<file path="config.mk">
export PLATFORM = sky130hd
export DESIGN_NAME = ibra_valrdy_to_credit
export DESIGN_NICKNAME = d
export VERILOG_FILES = /design/src/rtl/ibra_valrdy_to_credit.sv
export SDC_FILE = /design/constraint.sdc
export NUM_CORES = 1
export LEC_CHECK = 0
export CAP_MARGIN = 20
export CORE_UTILIZATION = 40
export CTS_CLUSTER_DIAMETER = 50
export DETAILED_ROUTE_END_ITERATION = 7
export GPL_TIMING_DRIVEN = 0
export HOLD_SLACK_MARGIN = 0.15
export PLACE_DENSITY = 0.74
export SETUP_SLACK_MARGIN = 0.1
export SYNTH_ARGS = -nofsm -noshare
export SYNTH_HDL_FRONTEND = slang
export SYNTH_SLANG_ARGS = --single-unit
</file>
<file path="constraint.sdc">
create_clock -name clk -period 6.7 [get_ports clk]
set_input_delay 1.005 -clock clk [delete_from_list [all_inputs] [get_ports clk]]
set_output_delay 1.005 -clock clk [all_outputs]
set_load 0.05 [all_outputs]
</file>
<file path="src/rtl/ibra_valrdy_to_credit.sv">
// Valid/ready to credit-based link converter: a small input FIFO feeds a
// registered one-cycle-pulse transmitter gated by a downstream credit counter.
module ibra_valrdy_to_credit #(
    parameter int DATA_WIDTH = 64,
    parameter int CREDITS    = 3,
    parameter int FIFO_DEPTH = 2
) (
    input  logic                  clk,
    input  logic                  reset,
    input  logic [DATA_WIDTH-1:0] data_in,
    input  logic                  valid_in,
    output logic                  ready_in,
    output logic [DATA_WIDTH-1:0] data_out,
    output logic                  valid_out,
    input  logic                  yummy_in,
    output logic                  credit_err
);
    localparam int PTR_W = $clog2(FIFO_DEPTH);
    localparam int OCC_W = $clog2(FIFO_DEPTH + 1);
    localparam int CNT_W = $clog2(CREDITS + 1);

    logic [DATA_WIDTH-1:0] r_mem [FIFO_DEPTH];
    logic [PTR_W-1:0]      r_rd_ptr;
    logic [PTR_W-1:0]      r_wr_ptr;
    logic [OCC_W-1:0]      r_occ;
    logic [CNT_W-1:0]      r_credit_cnt;
    logic [DATA_WIDTH-1:0] r_data_out;
    logic                  r_valid_out;
    logic                  r_credit_err;

    logic w_full;
    logic w_empty;
    logic w_push;
    logic w_send;

    always_comb begin
        w_full  = (r_occ == OCC_W'(FIFO_DEPTH));
        w_empty = (r_occ == '0);
        w_push  = valid_in && !w_full;
        w_send  = !w_empty && (r_credit_cnt != '0);
    end

    assign ready_in   = !w_full;
    assign data_out   = r_data_out;
    assign valid_out  = r_valid_out;
    assign credit_err = r_credit_err;

    // Storage is not reset: occupancy alone defines which entries are live.
    always_ff @(posedge clk) begin
        if (w_push) begin
            r_mem[r_wr_ptr] <= data_in;
        end
    end

    always_ff @(posedge clk or posedge reset) begin
        if (reset) begin
            r_rd_ptr <= '0;
            r_wr_ptr <= '0;
            r_occ    <= '0;
        end else begin
            if (w_push) begin
                r_wr_ptr <= r_wr_ptr + PTR_W'(1);
            end
            if (w_send) begin
                r_rd_ptr <= r_rd_ptr + PTR_W'(1);
            end
            if (w_push && !w_send) begin
                r_occ <= r_occ + OCC_W'(1);
            end else if (w_send && !w_push) begin
                r_occ <= r_occ - OCC_W'(1);
            end
        end
    end

    always_ff @(posedge clk or posedge reset) begin
        if (reset) begin
            r_data_out  <= '0;
            r_valid_out <= 1'b0;
        end else begin
            r_valid_out <= w_send;
            if (w_send) begin
                r_data_out <= r_mem[r_rd_ptr];
            end
        end
    end

    // A returned credit with the counter already full is a receiver protocol error.
    always_ff @(posedge clk or posedge reset) begin
        if (reset) begin
            r_credit_cnt <= CNT_W'(CREDITS);
            r_credit_err <= 1'b0;
        end else begin
            case ({w_send, yummy_in})
                2'b10: r_credit_cnt <= r_credit_cnt - CNT_W'(1);
                2'b01: begin
                    if (r_credit_cnt == CNT_W'(CREDITS)) begin
                        r_credit_err <= 1'b1;
                    end else begin
                        r_credit_cnt <= r_credit_cnt + CNT_W'(1);
                    end
                end
                default: ;
            endcase
        end
    end

endmodule

</file>
# Yosys cells after proc, flatten, opt, wreduce, memory -nomap -nowiden
# Memory sizes are Yosys's and may differ from the RTL's. A register that Yosys moved wholly into a read port is not among the register bits.
# Cells that the tools add are included.
[word_totals]
reg_bits = 8
ram_bits = 128
inputBits = 68
output_inout_bits = 67
wordCells = 38
mem_count = 1
[op_classes]
n_addsub = 6
n_eq_ne = 5
mux = 6
n_reduce_logical = 14
[memory_table]
columns = ["name", "words", "width", "rd", "rd_clocked_by_memory_dff", "wr", "line_no", "source"]
rows = [
  ["r_mem", 2, 64, 1, 1, 1, "22", "logic [DATA_WIDTH-1:0] r_mem [FIFO_DEPTH];"],
]
[op_table]
columns = ["operator", "n"]
rows = [
  ["$eq 2x2->1 const B", 3],
  ["$mux 2", 3],
  ["$reduce_bool 2->1", 3],
  ["$add 2x1->2 const B", 2],
  ["$logic_and 1x1->1", 4],
  ["$logic_not 1->1", 4],
  ["$pmux 2 s2", 1],
  ["$reduce_and 2->1", 2],
  ["$sub 2x1->2 const B", 2],
  ["$add 1x1->1 const B", 2],
  ["$eq 2x1->1 const B", 1],
  ["$logic_not 2->1", 1],
  ["$mux 1", 2],
  ["$ne 2x2->1 const B", 1],
]

# Longest topological paths before layout
# Gate-level depths: netlist of run 1.
[depth]
ltp_word = 7
ltp_mapped = 7
mapped_depth_nobuf = 7

# Worst setup path before layout of run 1
# OpenSTA, ideal clock, no wires.
[synth_timing]
path_type = "register to register"
startpoint = "register r_occ[0]"
endpoint = "memory r_mem[0][0], enable pin"
setup_time_ps = 487
arrival_ps = 3826
t_required_ps = 6213
slack_ps = 2388
path_stages_with_launch = 4
n_path_buf = 0
period_less_slack_ps = 4312
path_cell_list = "dfrtp_1 -> nand2b_1 -> nand2_1 -> nor2_1"
[synth_via]
elab_chain_len = 5
[synth_lines]
columns = ["item", "line_no", "source"]
rows = [
  ["start, declared", "25", "logic [OCC_W-1:0] r_occ;"],
  ["start signal, assigned", "68", "r_occ <= r_occ + OCC_W'(1);"],
  ["start signal, assigned", "70", "r_occ <= r_occ - OCC_W'(1);"],
  ["$eq 2x2->1", "37", "w_full = (r_occ == OCC_W'(FIFO_DEPTH));"],
  ["$logic_not 1->1", "n/a", ""],
  ["net ready_in", "12", "output logic ready_in,"],
  ["$logic_and 1x1->1", "39", "w_push = valid_in && !w_full;"],
  ["$mux 1", "50", "if (w_push) begin"],
  ["$mux 1 (implied by the code)", "51", "r_mem[r_wr_ptr] <= data_in;"],
  ["end, declared", "22", ""],
]
# The timed path passes the listed nets, and every way through them passes these cells.

# Worst setup path in the final report of run 1
[layout_timing]
startpoint = "register r_occ[0]"
endpoint = "output port ready_in"
[layout_via]
elab_chain_len = 2
[layout_lines]
columns = ["item", "line_no", "source"]
rows = [
  ["$eq 2x2->1", "37", ""],
  ["$logic_not 1->1", "43", "assign ready_in = !w_full;"],
  ["end, declared", "12", ""],
]
# Every way passes these cells.

==> reports/qor.txt, run 1 <==
CP Class: register to output pin
RSZ-0062 raised after global routing: no
Clk pwr share: 0.198
Starting DRT DRC Count: 227
final slew viol count: 0
Worst Tran Pin Value: 973 ps
total negative slack: 0 ps
clock tree from TritonCTS: done
routability cong.: 0.787
most frequent cell after synthesis: edfxtp_1
Pleak: 0.00362 µW
Initial DRT Pass Iterations: 4
Max-Cap Viols: 0
gr usage total: 0.158
htree depth: 4
Max rail drop VDD: 0.310 mV
CTS Hold Bufs: 0
skew final: 8.36 ps
ant diodes: 0
CP arrival: 1980 ps
Post-Route WL: 13.9 mm
Layout Utilization: 0.545
status: completed
Critical Path End Type: output pin
fraction of registers with async set/reset: 0.360
post-route minimum period: 2980 ps
post-synthesis cell count: 438
Post-Syn Nets: 507
area of the mapped netlist: 0.00720 mm²
Die Span Y: 136 µm
Main synth FF type: edfxtp_1
worst stage delay on the critical path: 840 ps
Yosys top cell area share: 0.534
sw frac: 0.395
# fillers: 1406
Fmax: 335 MHz
Cell Chain, Critical Path: nand2b_1 -> clkdlybuf4s50_1
global route overflow: 0
Top Ports: 135
hold crit path type: register to register
Multi-input gate area: 0.00139 mm²
initial antenna violation count: 0
PortBufs: 134
Area contributors post-synth: edfxtp_1 53%, dfrtp_1 24%, mux2i_1 8.9%
sequential area share after synthesis: 0.785
final hold violation count: 0
CTS clock-pin slew for the worst setup and hold paths: 60 ps
# nets final: 663
clock tree sinks: 200
Post-synth EDFFs: 128
crit start category: register
Syn Area/Cell: 16.4 µm²
DRC Markers: 0
net switching power: 2030 µW
Num CTS Buffers: 17
Via density: 4.89
initial core utilization: 0.413
synthesis-stage register bit count: 200
Die X: 136 µm
Std-Cell Rows: 48
Vias: 4071
Crit Path Max Fanout: 5
setup bufs post-CTS: 0
first-pass GRT wire length: 21.6 mm
dpl hpwl: 9.17 mm
later-pin clock latency in the skew report: 420 ps
slowest CP cell: clkdlybuf4s50_1
post-route ant nets: 0
clock tree buffer depth: 2
number of distinct library cells after synthesis: 25
final setup violation count: 0
CTS root buffer: clkbuf_16
Final Cycle Share: 0.445
PostCTS Resize Cnt: 0
share of cells above drive strength 1: 0.0873
slew margin rel.: 0.352
Logic pwr share: 0.423
Area Growth Syn to Fin: 32.0%
largest area contributor in the synthesized netlist: edfxtp_1
routed len/inst: 16.7 µm
core region area: 0.0174 mm²
worst endpoint required time: 5690 ps
PD cells: 542 mW/mm²
Seq pwr share: 0.378
vias in the first global route: 4235
internal cell power: 3110 µW
Yosys warnings: 0
top post-synthesis cells by count: 128 x edfxtp_1, 70 x dfrtp_1, 66 x o21ai_0, 65 x nand2_1, 64 x mux2i_1
die area: 0.0185 mm²
register area: 0.00565 mm²
largest net degree at the start of global routing: 67
==> flip-flops by register name, summed over array words and instances (netlist names) <==
name,cells
r_wr_ptr,1
valid_out,1
credit_err,1
r_occ,2
r_mem,128
data_out,64
r_credit_cnt,2
r_rd_ptr,1
==> routing by layer <==
| metal | part of all wire | wire length [µm] | GRT usage |
|---|---|---|---|
| met5 | 0 | 0 | 0 |
| met4 | 0.014 | 193 | 0.0617 |
| met3 | 0.040 | 562 | 0.0354 |
| met2 | 0.52 | 7270 | 0.277 |
| met1 | 0.42 | 5860 | 0.188 |
==> metrics by stage <==
| stage | std cells | hold slack [ps] | cell area, µm² | total power (µW) | setup WS, ps |
|---|---|---|---|---|---|
| 2_1_floorplan | 438 | 460 | 7200 | 3420 | 2390 |
| 3_3_place_gp | 797 | 465 | 8820 | 4110 | 365 |
| 3_5_place_dp | 800 | 461 | 8910 | 4180 | 3750 |
| 4_1_cts | 832 | 473 | 9500 | 5200 | 3700 |
| 5_1_grt | 832 | 501 | 9500 | 5410 | 3650 |
| 6_report | 832 | 473 | 9500 | 5150 | 3720 |
==> layout by cell type, fill, tap and decap left out, types with 2 or more instances in the layout <==
cell type	count
nand2_1	65
xnor2_1	3
edfxtp_1	128
bufinv_16	2
clkinv_2	2
clkinvlp_4	2
clkdlybuf4s50_1	134
xor2_1	2
nor2_1	2
inv_1	3
clkbuf_16	18
buf_6	7
buf_16	2
clkbuf_8	2
dfstp_2	2
clkbuf_4	4
o21ai_0	66
buf_4	3
clkbuf_1	11
dfrtp_1	70
mux2i_1	64
==> worst max-delay path, delay by kind of cell (launching register included) <==
kind	cells	cell delay, ps
DFF	1	480
and+or+nand+nor	1	230
buffers and inverters	1	840
==> cell families after synthesis <==
group,synth area share
AOI/OAI and AO/OA,0.0525
xor gates and xnor gates,0.00835
adders and majority gates,0.00174
buffers and inverters,0.0242
DFF,0.785
muxes,0.0890
and+or+nand+nor,0.0393
==> power by group through the flow <==
stage / Clock [µW] / Sequential (µW) / Combinational (µW)
global route: 1090 / 1990 / 2330
global placement: 0 / 1980 / 2130
floorplan: 0 / 2640 / 779
CTS: 1040 / 1950 / 2210
finish: 1020 / 1950 / 2180
detailed placement: 0 / 1970 / 2210
==> layout make-up <==
type	count	area share
sequential	200	0.595
timing repair buffer	137	0.149
multi-input combinational	213	0.146
clock buffer	25	0.0523
tap	225	0.0296
buffer	21	0.0167
clock inverter	7	0.00988
inverter	4	0.00184
==> worst paths after layout <==
path	from	endpoint	slack, ps	cells after the start
min	credit_err	credit_err	470	1
min reg2reg	credit_err	credit_err	470	1
max reg2reg	r_occ[0]	r_mem[0][17]	4560	5
min in group asynchronous	reset	data_out[1]	810	2
max	r_occ[0]	ready_in	3720	2
max in group asynchronous	reset	r_credit_cnt[1]	5310	3
(Power assumes the default switching activity.)
==> run 2, diff against run 1 <==
PLACE_DENSITY = 0.76   (was 0.74)
clock period = 2.7 ns   (was 6.7 ns; I/O delays follow)
==> run 2 against run 1 <==
  * Die area is the same
  * Worst setup slack lost 3400 ps
  * Largest power group unchanged
  * Register-to-register slack lost 4000 ps
  * Highest routed layer unchanged
  * Non-clock buffer count is the same
  * Clock power grew 120%
  * Utilization shrank 0.53 points
  * Critical path depth is the same
  * Flip-flop and latch count is the same
  * Sequential share of layout area grew 0.59 points
  * Power grew 140%
==> reports/qor.txt, run 2 (same netlist as run 1, synthesis figures left out) <==
CTS clock-pin slew for the worst setup and hold paths: 60 ps
Std-Cell Rows: 48
Post-Layout Cell Count: 832
final setup violation count: 0
final slew viol count: 0
CTS root buffer: clkbuf_16
Initial DRT Pass Iterations: 4
final worst setup slack: 341 ps
max reg flops: 128
Die X: 136 µm
r2r startpoint: r_occ[0]
Seq pwr share: 0.387
Logic pwr share: 0.433
PortBufs: 134
slew margin rel.: 0.366
most common cell after layout, fill and taps aside: clkdlybuf4s50_1
Post-Route WL: 14.0 mm
worst setup path startpoint: r_occ[0]
clock tree sinks: 200
Pwr Total: 12500 µW
ant diodes: 0
share of cells above drive strength 1: 0.0824
post-route minimum period: 2360 ps
status: completed
setup bufs post-CTS: 0
Max-Cap Viols: 0
Area Growth Syn to Fin: 30.7%
Max rail drop VDD: 0.809 mV
initial core utilization: 0.413
Starting DRT DRC Count: 241
Top Ports: 135
register area: 0.00565 mm²
Vias: 4027
internal cell power: 7460 µW
Via density: 4.84
# nets final: 663
PD cells: 1330 mW/mm²
initial antenna violation count: 0
global route overflow: 0
commonest non-fill, non-tap cells in the layout: 134 x clkdlybuf4s50_1, 128 x edfxtp_1, 70 x dfrtp_1
largest net degree at the start of global routing: 65
final hold violation count: 0
Reg2Reg Depth: 5
skew final: 7.02 ps
crit start category: register
htree depth: 4
clock tree buffer depth: 2
Worst Tran Pin Value: 950 ps
area of placed instances: 0.00889 mm²
later-pin clock latency in the skew report: 420 ps
Layout Utilization: 0.540
Multi-input gate area: 0.00139 mm²
first-pass GRT wire length: 21.7 mm
sw frac: 0.403
cell area after layout: 0.00941 mm²
Die Span Y: 136 µm
CP arrival: 1950 ps
RR Endpoint: r_mem[0][10]
Fmax: 424 MHz
RSZ-0062 raised after global routing: no
net switching power: 5030 µW
Crit Path Max Fanout: 5
Top reg by flops: r_mem
Final Cycle Share: 0.874
DRC Markers: 0
routed len/inst: 16.8 µm
core region area: 0.0174 mm²
Num CTS Buffers: 17
worst endpoint required time: 2300 ps
gr usage total: 0.158
Inst Count DP: 800
dpl hpwl: 9.31 mm
vias in the first global route: 4220
Pleak: 0.00357 µW
reg-to-reg setup timing slack: 560 ps
post-route ant nets: 0
# fillers: 1407
CTS Hold Bufs: 0
CP Class: register to output pin
Place WS: 338 ps
die area: 0.0185 mm²
routability cong.: 0.758
PostCTS Resize Cnt: 0
Critical Path End Type: output pin
clock tree from TritonCTS: done
Clk pwr share: 0.179
hold crit path type: primary input to async pin
run 2: worst max-delay path: stages (launching register included):
cell and delay [ps]:
dfrtp_1 480, nand2b_1 230, clkdlybuf4s50_1 830
run 2: area by class of cell:
cell class                 count  area share
inverter                       4     0.00186
clock inverter                 6     0.00466
sequential                   200       0.600
timing repair buffer         137       0.149
clock buffer                  26      0.0499
buffer                        21      0.0169
tap                          225      0.0299
multi-input combinational    213       0.147
run 2: stage by stage:
stage | hold WS, ps | TNS, ps
floorplan | 504 | 0
global placement | 461 | -75000
detailed placement | 466 | 0
CTS | 357 | 0
global route | 373 | 0
finish | 350 | 0
run 2: metal layers:
| layer | wire, µm | GRT usage | share of wire |
|---|---|---|---|
| met4 | 166 | 0.0537 | 0.012 |
| met1 | 5940 | 0.190 | 0.43 |
| met2 | 7350 | 0.278 | 0.53 |
| met5 | 0 | 0 | 0 |
| met3 | 508 | 0.0358 | 0.036 |
run 2: power by group through the flow:
stage | Sequential, µW | Combinational, µW | Clock, µW
after CTS | 4850 | 5500 | 2300
after global placement | 4870 | 5290 | 0
after detailed placement | 4900 | 5500 | 0
after floorplan | 6530 | 1940 | 0
final | 4840 | 5410 | 2240
after global routing | 4930 | 5790 | 2420
run 2: worst max path at each step:
stage | end | slack, ps | cells past startpoint
2_1_floorplan | r_mem[0][0] | 140 | 3
3_3_place_gp | data_out[37] | -840 | 2
3_5_place_dp | r_mem[0][18] | 340 | 5
4_1_cts | ready_in | 320 | 2
5_1_grt | ready_in | 290 | 2
6_report | ready_in | 340 | 2
==> run 3, diff against run 2 <==
SETUP_SLACK_MARGIN = 0.3   (was 0.1)
==> run 3 against run 2 <==
  * Final area is 1.2% higher
  * Utilization is 0.65 points higher
  * Clock-buffer cell count is 3 lower
  * Register-to-register slack better by 190 ps
  * Maximum frequency is 1.5% higher
  * Critical path type unchanged
  * Via count is 0.45% higher
  * Largest power group unchanged
  * Non-clock buffer count stayed put
  * Final cell count stayed put
==> reports/qor.txt, run 3 (same netlist as run 1, synthesis figures left out) <==
reg-to-reg setup timing slack: 750 ps
Initial DRT Pass Iterations: 6
worst endpoint required time: 2300 ps
skew final: 9.69 ps
CP Class: register to output pin
status: completed
post-route minimum period: 2330 ps
Crit Path Max Fanout: 5
Pleak: 0.00364 µW
Die Span Y: 136 µm
# fillers: 1396
vias in the first global route: 4189
global route overflow: 0
CP arrival: 1920 ps
WHS: 378 ps
routed len/inst: 16.4 µm
Vias: 4045
Std-Cell Rows: 48
largest net degree at the start of global routing: 65
Max rail drop VDD: 0.714 mV
hold crit path type: primary input to async pin
final worst setup slack: 375 ps
Inst Count DP: 800
cell area after layout: 0.00952 mm²
Area Growth Syn to Fin: 32.3%
clock tree buffer depth: 2
core region area: 0.0174 mm²
PostCTS Resize Cnt: 0
gr usage total: 0.155
first-pass GRT wire length: 21.5 mm
share of cells above drive strength 1: 0.0939
post-route ant nets: 0
PD cells: 1350 mW/mm²
commonest non-fill, non-tap cells in the layout: 134 x clkdlybuf4s50_1, 128 x edfxtp_1, 70 x dfrtp_1
Pwr Total: 12900 µW
Post-Route WL: 13.6 mm
Worst Tran Pin Value: 954 ps
most common cell after layout, fill and taps aside: clkdlybuf4s50_1
worst setup path startpoint: r_occ[0]
Final Cycle Share: 0.861
routability cong.: 0.756
PortBufs: 134
Die X: 136 µm
slew margin rel.: 0.364
Place WS: 528 ps
CTS Hold Bufs: 0
final slew viol count: 0
dpl hpwl: 9.16 mm
die area: 0.0185 mm²
r2r startpoint: r_occ[0]
Max-Cap Viols: 0
initial antenna violation count: 0
RSZ-0062 raised after global routing: no
max reg flops: 128
Via density: 4.86
Num CTS Buffers: 17
Fmax: 430 MHz
Critical Path End Type: output pin
Starting DRT DRC Count: 213
Reg2Reg Depth: 2
setup bufs post-CTS: 0
crit start category: register
initial core utilization: 0.413
final hold violation count: 0
area of placed instances: 0.00890 mm²
later-pin clock latency in the skew report: 410 ps
ant diodes: 0
Post-Layout Cell Count: 832
clock tree sinks: 200
Top reg by flops: r_mem
clock tree from TritonCTS: done
Top Ports: 135
RR Endpoint: r_mem[1][6]
DRC Markers: 0
CTS clock-pin slew for the worst setup and hold paths: 70 ps
final setup violation count: 0
# nets final: 663
htree depth: 4
CTS root buffer: clkbuf_16
run 3: how the worst max path moves through the flow:
stage / depth (start not counted) / slack [ps] / end
final: 2 / 370 / ready_in
after global routing: 2 / 320 / ready_in
after CTS: 2 / 350 / ready_in
after detailed placement: 2 / 530 / r_mem[1][25]
after global placement: 2 / -800 / valid_out
after floorplan: 3 / 330 / r_mem[0][0]
run 3: where the power goes:
group	switching (µW)	internal, µW	total, µW
clock	1060	1570	2630
sequential	454	4380	4830
combinational	3530	1870	5400
run 3: worst max-delay path, stage by stage, from the launching register on:
cell             delay [ps]
dfrtp_1                 470
nand2b_2                210
clkdlybuf4s50_1         820
run 3: per-stage QoR:
step / utilization / setup TNS (ps)
4_1_cts: 0.547 / 0
3_5_place_dp: 0.511 / 0
5_1_grt: 0.547 / 0
6_report: 0.547 / 0
3_3_place_gp: 0.507 / -72990
2_1_floorplan: - / 0
run 3: layout make-up:
type | count | area [µm²] | share of cell area
flip-flops and latches | 200 | 5650 | 0.593
clock buffers | 23 | 488 | 0.0513
plain buffers | 21 | 159 | 0.0167
repair buffers | 137 | 1400 | 0.147
inverters | 4 | 17.5 | 0.00184
multi-input cells | 213 | 1390 | 0.146
clock inverters | 9 | 135 | 0.0142
well taps | 225 | 282 | 0.0296
run 3: routing by layer:
metal | global-route usage | wire length (µm) | vias up
li1 | - | - | 1900
met1 | 0.187 | 5690 | 2015
met2 | 0.269 | 7130 | 113
met3 | 0.0365 | 619 | 17
met4 | 0.0543 | 195 | 0
met5 | 0 | 0 | -
